==> src/rtl/muldiv_pkg.sv <==
// Shared constants, FSM state type and pipeline payload for the M-extension scheduler.
package muldiv_pkg;

   localparam int unsigned XLEN   = 32;
   localparam int unsigned TAG_W  = 6;
   localparam int unsigned CNT_W  = 6;
   localparam int unsigned OPW    = XLEN + 1;     // operand widened by one sign/zero bit
   localparam int unsigned PROD_W = 2 * XLEN + 1; // signed product width
   localparam int unsigned DW     = 2 * XLEN;     // product bits actually consumed

   localparam logic [2:0] FUNCT3_MUL    = 3'b000;
   localparam logic [2:0] FUNCT3_MULH   = 3'b001;
   localparam logic [2:0] FUNCT3_MULHSU = 3'b010;
   localparam logic [2:0] FUNCT3_MULHU  = 3'b011;
   localparam logic [2:0] FUNCT3_DIV    = 3'b100;
   localparam logic [2:0] FUNCT3_DIVU   = 3'b101;
   localparam logic [2:0] FUNCT3_REM    = 3'b110;
   localparam logic [2:0] FUNCT3_REMU   = 3'b111;

   typedef enum logic [1:0] {
      IDLE = 2'd0,
      PREP = 2'd1,
      BUSY = 2'd2,
      DONE = 2'd3
   } div_state_t;

   // One multiplier pipeline slot; operands are pre-extended so the product is a plain signed multiply.
   typedef struct packed {
      logic             valid;
      logic [TAG_W-1:0] tag;
      logic             hi_sel;
      logic [OPW-1:0]   a;
      logic [OPW-1:0]   b;
   } mul_stage_t;

endpackage

==> src/rtl/div_radix2_step.sv <==
// One restoring radix-2 division step: shift in the next dividend bit, subtract if it fits.
module div_radix2_step
   import muldiv_pkg::*;
(
   input  logic [XLEN-1:0] i_rem,
   input  logic [XLEN-1:0] i_quo,
   input  logic [XLEN-1:0] i_dvs,
   output logic [XLEN-1:0] o_rem,
   output logic [XLEN-1:0] o_quo
);

   logic [XLEN:0] w_shift;
   logic [XLEN:0] w_diff;

   // The quotient register doubles as the dividend shifter; its MSB feeds the partial remainder.
   assign w_shift = {i_rem, i_quo[XLEN-1]};
   assign w_diff  = w_shift - {1'b0, i_dvs};

   // A borrow in the top bit means the divisor did not fit: restore and shift in a zero.
   assign o_rem = w_diff[XLEN] ? w_shift[XLEN-1:0] : w_diff[XLEN-1:0];
   assign o_quo = {i_quo[XLEN-2:0], ~w_diff[XLEN]};

endmodule

==> src/rtl/muldiv_sched.sv <==
// Mul/div issue scheduler: pipelined multiplier plus iterative divider sharing one CDB port.
module muldiv_sched
   import muldiv_pkg::*;
#(
   parameter int unsigned MUL_LAT = 2
) (
   input  logic             clk_i,
   input  logic             reset_i,
   input  logic             flush_i,
   input  logic             req_valid_i,
   output logic             req_ready_o,
   input  logic [2:0]       funct3_i,
   input  logic [XLEN-1:0]  rs1_i,
   input  logic [XLEN-1:0]  rs2_i,
   input  logic [TAG_W-1:0] tag_i,
   output logic             wb_valid_o,
   output logic [TAG_W-1:0] wb_tag_o,
   output logic [XLEN-1:0]  wb_value_o,
   output logic             div_busy_o
);

   localparam logic [CNT_W-1:0] CNT_LAST = CNT_W'(XLEN - 1);
   localparam logic [XLEN-1:0]  INT_MIN  = {1'b1, {(XLEN-1){1'b0}}};

   div_state_t       r_state;
   div_state_t       w_state_nxt;

   mul_stage_t       r_mul [MUL_LAT];
   mul_stage_t       w_mul_in;
   mul_stage_t       w_head;
   logic [DW-1:0]    w_prod;
   logic [XLEN-1:0]  w_mul_res;

   logic             w_is_div;
   logic             w_mul_acc;
   logic             w_div_acc;

   logic [CNT_W-1:0] r_cnt;
   logic [XLEN-1:0]  r_rem;
   logic [XLEN-1:0]  r_quo;
   logic [XLEN-1:0]  r_dvs;
   logic [XLEN-1:0]  r_result;
   logic [TAG_W-1:0] r_tag;
   logic             r_unsigned;
   logic             r_is_rem;
   logic             r_neg_q;
   logic             r_neg_r;

   logic [XLEN-1:0]  w_rem_n;
   logic [XLEN-1:0]  w_quo_n;
   logic             w_a_neg;
   logic             w_b_neg;
   logic             w_div_zero;
   logic             w_ovf;
   logic             w_special;
   logic [XLEN-1:0]  w_special_res;
   logic [XLEN-1:0]  w_fix_q;
   logic [XLEN-1:0]  w_fix_r;

   // Issue: MULs always go, DIVs only into an idle divider; nothing is taken during reset or flush.
   assign w_is_div    = funct3_i[2];
   assign req_ready_o = reset_i & ~flush_i & (~w_is_div | (r_state == IDLE));
   assign w_mul_acc   = req_valid_i & req_ready_o & ~w_is_div;
   assign w_div_acc   = req_valid_i & req_ready_o &  w_is_div;

   // Multiplier entry: rs1 is signed for MULH/MULHSU, rs2 only for MULH.
   always_comb begin
      w_mul_in        = '0;
      w_mul_in.valid  = w_mul_acc;
      w_mul_in.tag    = tag_i;
      w_mul_in.hi_sel = (funct3_i[1:0] != 2'b00);
      w_mul_in.a      = {((funct3_i[1:0] == 2'b01) | (funct3_i[1:0] == 2'b10)) & rs1_i[XLEN-1], rs1_i};
      w_mul_in.b      = {(funct3_i[1:0] == 2'b01) & rs2_i[XLEN-1], rs2_i};
   end

   // Multiplier delay line; flush and reset only need to kill the valid bits.
   always_ff @(posedge clk_i) begin
      if (!reset_i || flush_i) begin
         for (int i = 0; i < int'(MUL_LAT); i++) begin
            r_mul[i].valid <= 1'b0;
         end
      end else begin
         r_mul[0] <= w_mul_in;
         for (int i = 1; i < int'(MUL_LAT); i++) begin
            r_mul[i] <= r_mul[i-1];
         end
      end
   end

   // Product formed at the pipe head; only the low 2*XLEN bits of the signed product are needed.
   assign w_head    = r_mul[MUL_LAT-1];
   assign w_prod    = DW'(PROD_W'($signed(w_head.a)) * PROD_W'($signed(w_head.b)));
   assign w_mul_res = w_head.hi_sel ? w_prod[DW-1:XLEN] : w_prod[XLEN-1:0];

   div_radix2_step u_step (
      .i_rem (r_rem),
      .i_quo (r_quo),
      .i_dvs (r_dvs),
      .o_rem (w_rem_n),
      .o_quo (w_quo_n)
   );

   // In PREP the quotient/divisor registers still hold the raw operands.
   assign w_a_neg    = ~r_unsigned & r_quo[XLEN-1];
   assign w_b_neg    = ~r_unsigned & r_dvs[XLEN-1];
   assign w_div_zero = (r_dvs == '0);
   assign w_ovf      = ~r_unsigned & (r_quo == INT_MIN) & (r_dvs == '1);
   assign w_special  = w_div_zero | w_ovf;

   // Special-case results: x/0 -> q=-1, r=x; INT_MIN/-1 -> q=INT_MIN, r=0.
   always_comb begin
      w_special_res = '0;
      if (w_div_zero) begin
         w_special_res = r_is_rem ? r_quo : '1;
      end else begin
         w_special_res = r_is_rem ? '0 : r_quo;
      end
   end

   // Sign fix applied to the final iteration's outputs.
   assign w_fix_q = r_neg_q ? (XLEN'(0) - w_quo_n) : w_quo_n;
   assign w_fix_r = r_neg_r ? (XLEN'(0) - w_rem_n) : w_rem_n;

   // Divider state register.
   always_ff @(posedge clk_i) begin
      if (!reset_i) begin
         r_state <= IDLE;
      end else begin
         r_state <= w_state_nxt;
      end
   end

   // Divider next state; DONE yields to any multiplier result and flush overrides everything.
   always_comb begin
      w_state_nxt = r_state;
      unique case (r_state)
         IDLE: if (w_div_acc) w_state_nxt = PREP;
         PREP: w_state_nxt = w_special ? DONE : BUSY;
         BUSY: if (r_cnt == CNT_LAST) w_state_nxt = DONE;
         DONE: if (!w_head.valid) w_state_nxt = IDLE;
         default: w_state_nxt = IDLE;
      endcase
      if (flush_i) begin
         w_state_nxt = IDLE;
      end
   end

   // Divider datapath: latch on accept, normalise in PREP, iterate in BUSY.
   always_ff @(posedge clk_i) begin
      case (r_state)
         IDLE: begin
            if (w_div_acc) begin
               r_quo      <= rs1_i;
               r_dvs      <= rs2_i;
               r_tag      <= tag_i;
               r_unsigned <= funct3_i[0];
               r_is_rem   <= funct3_i[1];
            end
         end
         PREP: begin
            r_rem   <= '0;
            r_cnt   <= '0;
            r_quo   <= w_a_neg ? (XLEN'(0) - r_quo) : r_quo;
            r_dvs   <= w_b_neg ? (XLEN'(0) - r_dvs) : r_dvs;
            r_neg_q <= w_a_neg ^ w_b_neg;
            r_neg_r <= w_a_neg;
            if (w_special) begin
               r_result <= w_special_res;
            end
         end
         BUSY: begin
            r_rem <= w_rem_n;
            r_quo <= w_quo_n;
            r_cnt <= r_cnt + CNT_W'(1);
            if (r_cnt == CNT_LAST) begin
               r_result <= r_is_rem ? w_fix_r : w_fix_q;
            end
         end
         default: ;
      endcase
   end

   // CDB merge: the multiplier head always wins the slot.
   assign wb_valid_o = w_head.valid | (r_state == DONE);
   assign wb_tag_o   = w_head.valid ? w_head.tag : r_tag;
   assign wb_value_o = w_head.valid ? w_mul_res  : r_result;
   assign div_busy_o = (r_state != IDLE);

endmodule

==> config.mk <==
export PLATFORM = sky130hd
export DESIGN_NAME = muldiv_sched
export DESIGN_NICKNAME = d
export VERILOG_FILES = /design/src/rtl/muldiv_pkg.sv /design/src/rtl/div_radix2_step.sv /design/src/rtl/muldiv_sched.sv
export SDC_FILE = /design/constraint.sdc
export NUM_CORES = 2
export LEC_CHECK = 0
export CAP_MARGIN = 10
export CELL_PAD_IN_SITES_DETAIL_PLACEMENT = 0
export CELL_PAD_IN_SITES_GLOBAL_PLACEMENT = 2
export CORE_MARGIN = 2
export CORE_UTILIZATION = 46
export CTS_BUF_LIST = sky130_fd_sc_hd__clkbuf_2 sky130_fd_sc_hd__clkbuf_4 sky130_fd_sc_hd__clkbuf_8
export CTS_CLUSTER_DIAMETER = 40
export DETAILED_ROUTE_END_ITERATION = 8
export PLACE_DENSITY = 0.95
export SYNTH_ARGS = -nofsm -noshare
export SYNTH_HDL_FRONTEND = slang
export SYNTH_SLANG_ARGS = --single-unit
export TNS_END_PERCENT = 50
==> constraint.sdc <==
create_clock -name clk_i -period 30.7 [get_ports clk_i]
set_input_delay 9.21 -clock clk_i [delete_from_list [all_inputs] [get_ports clk_i]]
set_output_delay 9.21 -clock clk_i [all_outputs]
set_load 0.02 [all_outputs]
Word level (Yosys, flattened, before mapping)
Memories as Yosys holds them, arrays and structs flattened.
Cells that the tools add are included.
{"block": "classes", "addsub": 6, "mul": 1, "div_mod_pow": 0, "n_lt_le_gt_ge": 0, "eq_ne": 14, "n_shift": 0, "n_mux": 31, "n_bitwise": 23, "n_reduce_logical": 15}
{"operator": "32-bit two-way mux", "count": 15}
{"operator": "32-bit case mux with 2 select lines", "count": 3}
{"operator": "1-bit by 32-bit subtractor with 32-bit output (first input constant)", "count": 4}
{"operator": "32-bit case mux with 3 select lines", "count": 1}
{"operator": "32-bit == test (second input constant)", "count": 2}
{"operator": "33-bit by 33-bit multiplier with 64-bit output", "count": 1}
{"operator": "33-bit by 32-bit subtractor with 33-bit output", "count": 1}
{"operator": "32-bit zero test", "count": 1}
{"operator": "2-bit inequality test (second input constant)", "count": 6}
{"operator": "6-bit case mux with 2 select lines", "count": 1}
{"operator": "3-bit AND reduction", "count": 4}
{"operator": "1-bit AND", "count": 11}
{"operator": "2-bit case mux with 4 select lines", "count": 1}
{"operator": "2-bit nonzero test", "count": 4}
{"operator": "6-bit by 1-bit adder with 6-bit output (second input constant)", "count": 1}
{"operator": "2-bit == test (second input constant)", "count": 3}
{"operator": "6-bit by 5-bit == test with 1-bit output (second input constant)", "count": 1}
{"operator": "1-bit two-way mux", "count": 6}
{"operator": "2-bit two-way mux", "count": 3}
{"operator": "6-bit two-way mux", "count": 1}
{"operator": "1-bit bitwise OR", "count": 6}
{"operator": "1-bit NOT", "count": 5}
{"operator": "2-bit by 1-bit == test with 1-bit output (second input constant)", "count": 2}
{"operator": "3-bit nonzero test", "count": 1}
{"operator": "6 further kinds", "count": 6}
{"block": "word_totals", "regBits": 146, "latch_bits": 0, "ramBits": 148, "romBits": 0, "inputBits": 77, "output_inout_bits": 41, "n_memories": 1}
{"name": "r_mul", "words": 2, "width": 74, "rd": 2, "rd_clocked_by_memory_dff": 0, "write_ports": 2, "line_no": "muldiv_sched.sv:28", "source": "mul_stage_t r_mul [MUL_LAT];"}

Depth between registers and ports, before layout
{"block": "depth", "ltp_word": 7, "mapped_depth": 30, "ltp_nobuf": 29}

By module
Synthesis repeated with hierarchy kept, for this count alone.
{"block": "unflattened", "hier_cells": 5846, "area_unflattened_um2": 56152.6}
{"mod": "muldiv_sched", "instances": 1, "cells_each": 5510, "area_each_um2": 53561.4}
{"mod": "div_radix2_step", "instances": 1, "cells_each": 336, "area_each_um2": 2591.2}

Worst setup path before layout
OpenSTA, ideal clock, no wires.
{"block": "synth_path", "path_kind": "input to output", "startpoint": "in flush_i", "endpoint": "out req_ready_o", "arrival_time_ps": 9765, "t_required_ps": 21490, "path_slack_ps": 11725, "cell_stages": 2, "n_path_buf": 0, "path_cell_list": "nand2b_1 > a21oi_1"}
{"block": "synth_between", "elab_chain_cells": 3}
{"element": "start, declared", "line_no": "muldiv_sched.sv:9", "source": "input logic flush_i,"}
{"element": "1-bit NOT", "line_no": "muldiv_sched.sv:62", "source": "assign req_ready_o = reset_i & ~flush_i & (~w_is_div | (r_state == IDLE));"}
{"element": "1-bit AND (2 in a row)", "line_no": "muldiv_sched.sv:62"}
{"element": "end, declared", "line_no": "muldiv_sched.sv:11", "source": "output logic req_ready_o,"}
Every way passes these cells.

Final worst setup path
Same ends and word-level chain as after synthesis.

==> results.tsv <==
metric	value	unit
worstPathMaxFanout	6	
cts_sinks	294	
synth_top_area_cell	fa_1	
initialDrtViolationCount	2806	
place_congestion	0.9217	
synth_edf_count	290	
firstDrtPassIters	6	
clk_pin_slew	0.06	ns
grt_util_all_layers	25.04	%
regArea	8790	sq um
rsz0062_at_grt	false	
ys_types	95	
cts_resized	0	
cts_buffer_depth	3	
tightest_slew	1.156	ns
seq_area_frac_synth	15.51	%
routed_wl	153000	microns
hold_violations	0	
reg2regPathDepth	25	
hp-class	reg -> reg	
antenna_found_initial	6	
cts_hold_buf	0	
critical_path_class	in -> out	
ant_nets	0	
crit_arrival	10.80	ns
cap_violations	0	
grt-ovfl-total	0	
grt_max_degree	119	
yosysWarnings	0	
num_vias	40720	
slew_headroom	22.74	%
start_util	46.42	%
clock_skew	0.03841	ns
drc	0	
synth_top_area_share	39.79	%
finalNetCount	7376	
ys.flop_type	edfxtp_1	
holdPathStages	1	
cts_buffers	56	
syn_avg_cell_area	9.461	sq um
core	122000	sq um
cts_tree	done	
crit_path_start_kind	input port	
port_buffers	117	
routedWlPerCell	20.16	microns
synth_area	56650	sq um
ir_drop	0.0001098	V
synth_most_common_cell	inv_1	
multiInputGateArea	42290	sq um
grt_pass1_wl	247100	microns
slew_violations	0	
syn2layout_area_growth	6.772	%
fillers	11490	
syn-num-nets	7447	
ys_seq_elements	294	
syn_inst	5988	
dieArea	126000	sq um
synthTopCellsByArea	fa_1 40%, edfxtp_1 15%, inv_1 7.7%	
power	3840	uW
p_leak	0.02772	uW
cts_max_level	2	
powerDensity	63.48	nW/um^2
vias_per_cell	5.368	
clk_latency	0.66	ns
end_kind	primary output	
die_w	354.9	microns
rows	128	
synth_async_sr_flop_share	0	%
finalCritPeriodShare	65.16	%
status	finished clean	
cts_root_buf	clkbuf_8	
io_pins	118	
timing.setup.tns	0	ns
fin_crit	20.01	ns
die_h	354.9	microns
cts_setup_buffers	0	
hpwl	122900	microns
drive_above_1_share	4.496	%
finalSetupViolations	0	
clock.fmax	49.99	MHz
grt_pass1_vias	43290	
required	21.49	ns
synth_common_cells	1166 x inv_1, 1126 x fa_1, 692 x and2_1, 657 x nand2_1, 309 x clkbuf_1	
==> registers in the layout, indices dropped and copies added (netlist names) <==
name        cells
r_neg_q         1
r_state         2
r_unsigned      1
r_is_rem        1
r_tag           6
r_rem          32
r_quo          32
r_dvs          32
r_result       32
r_mul         148
r_cnt           6
r_neg_r         1
==> critical path, cell delays in order <==
cell             delay, ns
clkdlybuf4s50_1       0.40
nand2b_1              0.20
buf_4                 0.23
a21oi_1               0.13
clkdlybuf4s50_1       0.61
==> power breakdown <==
group | switching (uW) | internal [uW]
clock | 189 | 225
sequential | 10.3 | 456
combinational | 1840 | 1120
total | 2030 | 1800
==> cell usage in the layout, fill, tap and decap left out, types with 33 or more instances in the layout <==
cell                n
nand3_1            48
nor2_1            212
nand2_1           657
fa_1             1126
xnor2_1           134
a31oi_1            37
xor2_1             58
a21oi_1           181
nor2b_1            66
clkbuf_8           59
nand2b_1           33
mux2_2             36
edfxtp_1          290
a21o_1             49
mux2i_1            37
o21ai_0           138
and2_1            692
clkdlybuf4s50_1   117
buf_4              82
ha_1              253
inv_1            1165
nor3_1             49
==> per-stage QoR <==
| step | utilization [%] | worst slack [ns] | instance area (sq um) | hold slack (ns) | instances |
|---|---|---|---|---|---|
| finish | 49.56 | 10.69 | 60490 | 0.4611 | 7587 |
| global route | 49.56 | 10.11 | 60490 | 0.4832 | 7587 |
| CTS | 49.56 | 10.68 | 60480 | 0.4614 | 7586 |
| detailed placement | 48.59 | 10.68 | 59300 | 0.4182 | 7484 |
| global placement | 48.59 | 10.64 | 59300 | 0.4407 | 7484 |
| floorplan | - | 11.72 | 56650 | 0.4057 | 5988 |
==> kinds of logic (layout without fill, tap and decap cells) <==
| logic type | count (synthesis) | count (layout) | share of synthesized area (%) |
|---|---|---|---|
| fa+ha+maj | 1396 | 1396 | 45.69 |
| simple gates | 1911 | 1911 | 17.32 |
| other cells | 0 | 1 | 0 |
| compound gates | 623 | 623 | 7.123 |
| xor+xnor | 192 | 192 | 2.968 |
| buf+inv | 1498 | 1471 | 9.972 |
| flops | 294 | 294 | 15.51 |
| mux | 74 | 74 | 1.409 |
==> per-layer routing <==
metal	vias up	global-route usage, %	wire length [microns]	part of all wire [%]
li1	18300	-	-	-
met5	-	0	13	0.0085
met1	21150	34.49	65800	43
met4	2	6.000	3833	2.5
met3	188	2.021	7390	4.8
met2	1088	43.05	75930	50
==> cell type report <==
class                           count  area share, %
Antenna cell                        1       0.004137
Clock buffer                       67          1.442
Clock inverter                     35         0.5192
Inverter                         1170          7.277
Multi-Input combinational cell   4196          69.91
Sequential cell                   294          14.53
Tap cell                         1625          3.361
Timing Repair Buffer              199          2.954
==> path summary, 6_finish.rpt <==
path                                start                        to  slack (ns)
setup / recovery                  flush_i               req_ready_o       10.69
setup reg to reg      r_quo[31]$_DFFE_PP_    r_result[28]$_DFFE_PP_       23.83
hold reg to reg   r_mul[0][73]$_SDFF_PN0_  r_mul[0][147]$_SDFF_PN0_        0.46
hold / removal    r_mul[0][73]$_SDFF_PN0_  r_mul[0][147]$_SDFF_PN0_        0.46
(Power assumes the default switching activity.)
